### src/rtl/dcache_ctrl.sv
// Direct-mapped, write-through, no-write-allocate data cache controller.
// hit doubles as the pipeline advance enable; memory side uses req/ready.
module dcache_ctrl #(
  parameter int LINES = 8,
  parameter int AW    = 16,
  parameter int DW    = 16
) (
  input  logic          clk,
  input  logic          rst_n,
  input  logic          cpu_rd,
  input  logic          cpu_wr,
  input  logic [AW-1:0] cpu_addr,
  input  logic [DW-1:0] cpu_wdata,
  output logic [DW-1:0] cpu_rdata,
  output logic          hit,
  output logic          mem_req,
  output logic          mem_we,
  output logic [AW-1:0] mem_addr,
  output logic [DW-1:0] mem_wdata,
  input  logic [DW-1:0] mem_rdata,
  input  logic          mem_ready,
  output logic [1:0]    dbgState
);

  localparam int IW = $clog2(LINES);
  localparam int TW = AW - IW;

  typedef enum logic [1:0] {IDLE, RD_MISS, WR_THRU, WR_DONE} state_t;

  // Handshake: mem_req rises after the posedge that enters RD_MISS/WR_THRU and
  // stays high, with mem_addr/mem_we/mem_wdata stable, until the posedge that
  // samples mem_ready=1. mem_ready is ignored whenever mem_req is low.
  state_t            state;
  logic [LINES-1:0]  validArr;
  logic [TW-1:0]     tagArr [LINES];
  logic [DW-1:0]     dataArr[LINES];

  logic [IW-1:0] cpuIdx;
  logic [TW-1:0] cpuTag;
  logic [IW-1:0] memIdx;
  logic [TW-1:0] memTag;
  logic          lineHit;
  logic          fill;
  logic          wrUpdate;

  assign cpuIdx   = cpu_addr[IW-1:0];
  assign cpuTag   = cpu_addr[AW-1:IW];
  assign memIdx   = mem_addr[IW-1:0];
  assign memTag   = mem_addr[AW-1:IW];
  assign lineHit  = validArr[cpuIdx] && (tagArr[cpuIdx] == cpuTag);
  assign fill     = (state == RD_MISS) && mem_ready;
  assign wrUpdate = (state == WR_THRU) && mem_ready &&
                    validArr[memIdx] && (tagArr[memIdx] == memTag);

  assign cpu_rdata = dataArr[cpuIdx];
  assign dbgState  = state;

  always_comb begin
    hit = 1'b0;
    case (state)
      IDLE:    hit = !(cpu_wr || (cpu_rd && !lineHit));
      WR_DONE: hit = 1'b1;
      default: hit = 1'b0;
    endcase
  end

  // Tag and data arrays carry no reset; only the valid bits are cleared.
  always_ff @(posedge clk) begin
    if (fill) begin
      tagArr[memIdx]  <= memTag;
      dataArr[memIdx] <= mem_rdata;
    end else if (wrUpdate) begin
      dataArr[memIdx] <= mem_wdata;
    end
  end

  always_ff @(posedge clk or negedge rst_n) begin
    if (!rst_n) begin
      state     <= IDLE;
      validArr  <= '0;
      mem_req   <= 1'b0;
      mem_we    <= 1'b0;
      mem_addr  <= '0;
      mem_wdata <= '0;
    end else begin
      case (state)
        IDLE: begin
          if (cpu_wr) begin
            mem_addr  <= cpu_addr;
            mem_wdata <= cpu_wdata;
            mem_req   <= 1'b1;
            mem_we    <= 1'b1;
            state     <= WR_THRU;
          end else if (cpu_rd && !lineHit) begin
            mem_addr <= cpu_addr;
            mem_req  <= 1'b1;
            mem_we   <= 1'b0;
            state    <= RD_MISS;
          end
        end
        RD_MISS: begin
          if (mem_ready) begin
            validArr[memIdx] <= 1'b1;
            mem_req          <= 1'b0;
            state            <= IDLE;
          end
        end
        WR_THRU: begin
          if (mem_ready) begin
            mem_req <= 1'b0;
            mem_we  <= 1'b0;
            state   <= WR_DONE;
          end
        end
        default: state <= IDLE;
      endcase
    end
  end

endmodule

### config.mk
export PLATFORM = sky130hd
export DESIGN_NAME = dcache_ctrl
export DESIGN_NICKNAME = d
export VERILOG_FILES = /design/src/rtl/dcache_ctrl.sv
export SDC_FILE = /design/constraint.sdc
export NUM_CORES = 1
export LEC_CHECK = 0
export ABC_AREA = 1
export CAP_MARGIN = 20
export CORE_ASPECT_RATIO = 1.4
export CORE_MARGIN = 2
export CORE_UTILIZATION = 44
export CTS_BUF_LIST = sky130_fd_sc_hd__clkbuf_16
export DETAILED_ROUTE_END_ITERATION = 12
export GPL_TIMING_DRIVEN = 1
export PLACE_DENSITY = 0.64
export SLEW_MARGIN = 30
export SYNTH_ARGS = -nofsm -noshare
export SYNTH_HDL_FRONTEND = slang
export SYNTH_SLANG_ARGS = --single-unit
export TNS_END_PERCENT = 1
### constraint.sdc
create_clock -name clk -period 3.13 [get_ports clk]
set_input_delay 0.313 -clock clk [delete_from_list [all_inputs] [get_ports clk]]
set_output_delay 0.313 -clock clk [all_outputs]
set_load 0.01 [all_outputs]
==> impl_results.md <==
* Synth Area in Compound Gates at 8.97%
* Setup crit end kind: flop
* Clock sink count at 276
* Top cell type's share of synthesized area at 54.4%
* Vias in the first global route at 9511
* RePlAce Congestion at 0.874
* Top post-synthesis cells by area: edfxtp_1 54%, dfrtp_1 8.6%, nand2_1 8.4%
* Fin. Hold Viols at 0
* Max-Cap Viols at 0
* Number of synthesized register bits at approximately 280
* Clock network fraction of design power at between 20% and 30%
* FF-to-FF End: dataArr[1][12]$_DFFE_PP_
* Iter 0 DRT Violations at 787
* RSZ-0062 raised after global routing: no
* Crit. Startpoint: mem_addr[1]$_DFFE_PN0P_
* Critical path's largest stage delay at 0.47 ns
* Number of synthesized flops with an enable pin at between 200 and 250
* Slew HR at a little over half
* Largest net degree at the start of global routing at 65
* Post-Synth Adder-Cell Area at 0.391%
* Sequential power share at 42.3%
* Routed WL at 35.6 mm
* Maximum VDD drop at 500 uV
* Int Power at 0.00806 W
* Via density at 5.37
* Total gr overflow at 0
* Core area at 0.0285 mm^2
* R2r setup slk at 0.20 ns
* CTS tree: done
* Antenna diodes at 0
* Netlist cell types at 37
* Post-synthesis simple-gate area fraction at 20.0%
* Number of H-tree levels at 1
* IO Port Bufs at 105
* Synth Area in XOR/XNOR at 0.137%
* Critical path fanouts, max at 16
* Largest family of logic cells by synthesized area: simple AND/OR/NAND/NOR gates
* Hpwl dp at 22.9 mm
* Hold Crit Class: in -> reg
* Critical Path RT at 3.39 ns
* Share of cells above drive strength 1 at approximately a tenth
* Synth-to-layout area growth at 21.9%
* Syn Std Cell Area at between 0.01 and 0.015 mm^2
* Max-slew violations at 0
* Sw Share at approximately a third
* Residual DRC at 0
* Root buf cell: clkbuf_16
* Syn nets at 1354
* Nets@finish at 1481
* Worst skew pair latency at 0.56 ns
* Lkg Pwr at 6.37 nW
* GRT Util Overall at a little under a quarter
* Critical Path AT at 3.19 ns
* Synth Instances at approximately 1300
* Setup WS pre-CTS at ~0.097 ns
* Setup CP Type: reg -> reg
* Initial antenna violation count at 0
* Run status: complete, no violations
* FF-to-FF path depth at 14
* Post-synth ARST share at about 16%
* Crit path top cell by count: nand2_1
* Hold endpoint: mem_addr[0]$_DFFE_PN0P_
* Post-synth top cells: 287 x nand2_1, 232 x edfxtp_1, 165 x nor2_1
* Final Cycle Share at 93.5%
* Post-route ant nets at 0
* Setup TNS at 0 ns
* Syn_area_per_cell at 9.88 um^2
* Routed wire length per instance at 19.5 um
* Ports at 106
* CP bufs+invs at 3
* Most common cell in the netlist: nand2_1
* Chip Height at 206 um
* Top FF cell, synth: edfxtp_1
* Setup clock skew after layout at 0.0197 ns
* Initial core utilization at 45.0%
* Gate power share at roughly 28%
* Maximum clock rate at 0.342 GHz
* Hold Startpoint: cpu_addr[0]
* Worst Max-Slew Pin Slew at 0.678 ns
* YS warnings at 0
* Row count at 73
* First-pass GRT wire length at 54.4 mm
* PwrDens at 767 mW/mm^2
* Die area at 0.0305 mm^2
* Clk buf depth at 3
* Hold depth at 3
* CP startpoint kind: flop
* Post-synthesis mux area share at 0%
* Crit path max-delay family: simple AND/OR/NAND/NOR gates
* Minimum clock period at 2.93 ns
* NetSw at around 0.004 W
* Drt pass-1 iters at 5
* Slowest CP cell: dfrtp_1
* Cts bufs inserted at 27
* Cell Chain, Critical Path: buf_12, nand3_2, buf_4, o22ai_1, nor2_1, nand2_1, nand2_1, o21ai_1, nor2_1, nand2_1, nor2_8, nand2_2, a21oi_2, buf_12
* Final setup vio count at 0
* Worst flop-to-flop path startpoint: mem_addr[1]$_DFFE_PN0P_
* Reg clk slew, reported paths at 0.06 ns
* Die W at 148 um
* Sequential area share after synthesis at 63.0%
* Vias post-DR at slightly below 10000
* Worst setup margin at 0.202 ns
* Area leader, netlist: edfxtp_1
==> stage by stage <==
stage	util, %	cells	power, W	hold WS [ns]	cell area [um^2]
2_1_floorplan	-	1297	0.00694	0.0174	12800
3_3_place_gp	51.3	1769	0.00844	0.360	14600
3_5_place_dp	51.3	1769	0.00847	0.357	14600
4_1_cts	54.8	1820	0.0120	0.211	15600
5_1_grt	54.8	1820	0.0126	0.252	15600
6_report	54.8	1820	0.0120	0.216	15600
==> worst register-to-register path: stages, from the launching register on <==
cell,delay [ns]
dfrtp_1,0.47
buf_12,0.19
nand3_2,0.13
buf_4,0.29
o22ai_1,0.12
nor2_1,0.16
nand2_1,0.11
nand2_1,0.11
o21ai_1,0.08
nor2_1,0.10
nand2_1,0.13
nor2_8,0.15
nand2_2,0.18
a21oi_2,0.24
buf_12,0.20
==> layout make-up <==
cell class	count	area [um^2]
Tap cell	375	469
Sequential cell	276	8070
Multi-Input combinational cell	800	3810
Clock buffer	27	676
Inverter	153	584
Timing Repair Buffer	166	1700
Clock inverter	23	309
Fill cell	2476	12900
==> placed cells by master (no fill, tap or decap), types with 2 or more instances in the layout <==
| cell | synthesis | routed |
|---|---|---|
| nand2_1 | 287 | 286 |
| edfxtp_1 | 232 | 232 |
| nor2_1 | 165 | 165 |
| inv_1 | 146 | 148 |
| clkdlybuf4s50_1 | 0 | 101 |
| nand3_1 | 96 | 96 |
| o21ai_0 | 90 | 90 |
| o22ai_1 | 61 | 61 |
| buf_4 | 7 | 45 |
| dfrtp_1 | 44 | 43 |
| clkbuf_16 | 0 | 27 |
| nand4_1 | 18 | 18 |
| a31oi_1 | 16 | 16 |
| buf_12 | 0 | 16 |
| a21oi_1 | 20 | 12 |
| o21ai_1 | 12 | 12 |
| a21oi_2 | 0 | 8 |
| clkinv_1 | 1 | 7 |
| bufinv_16 | 0 | 7 |
| nand3_4 | 6 | 6 |
| o211ai_1 | 5 | 5 |
| nor3_2 | 3 | 4 |
| ha_1 | 4 | 4 |
| clkinvlp_4 | 0 | 4 |
| inv_2 | 3 | 3 |
| nand2_2 | 2 | 3 |
| nor2_8 | 2 | 2 |
| inv_6 | 1 | 2 |
| nand2_4 | 2 | 2 |
| inv_4 | 2 | 2 |
| xor2_1 | 2 | 2 |
| nand3b_1 | 2 | 2 |
| clkinv_2 | 0 | 2 |
| buf_2 | 17 | 2 |
==> layer usage <==
layer,routed length (um),track usage [%]
met5,0,0
met4,1410,10.3
met3,2200,2.54
met2,18200,41.8
met1,13700,29.0
==> worst max path at each step <==
| stage | to | slack [ns] | cells past startpoint |
|---|---|---|---|
| floorplan | dataArr[1][0]$_DFFE_PP_ | 0.11 | 13 |
| global placement | hit | 0.11 | 15 |
| detailed placement | hit | 0.1 | 15 |
| CTS | hit | 0.003 | 14 |
| global route | dataArr[0][3]$_DFFE_PP_ | 0.01 | 14 |
| finish | dataArr[1][12]$_DFFE_PP_ | 0.20 | 14 |
==> power by group through the flow <==
stage / Sequential [W] / Combinational [W] / Clock, W
2_1_floorplan: 0.00505 / 0.00189 / 0
3_3_place_gp: 0.00512 / 0.00332 / 0
3_5_place_dp: 0.00513 / 0.00334 / 0
4_1_cts: 0.00506 / 0.00336 / 0.00361
5_1_grt: 0.00512 / 0.00367 / 0.00376
6_report: 0.00507 / 0.00335 / 0.00357
==> state kept, by name (all words and copies together) (netlist names) <==
signal     count
mem_wdata     16
validArr       8
dataArr      128
tagArr       104
mem_we         1
dbgState       2
mem_addr      16
mem_req        1
==> logic make-up (layout without fill, tap and decap cells) <==
logic type      count (synthesis)  after routing
simple gates                  588            588
flops                         276            276
buf+inv                       221            369
compound gates                206            206
fa+ha+maj                       4              4
xor+xnor                        2              2
==> what timing repair did <==
action                                  in CTS  in global routing
resized for setup                            1                  3
gates cloned                                 0                  0
buffers inserted                             0                  0
endpoints found under the setup margin       1                 90
hold buffers                                 1                  0
hold endpoints to repair                    19                  0
No activity file was read; power rests on OpenSTA's default activity.
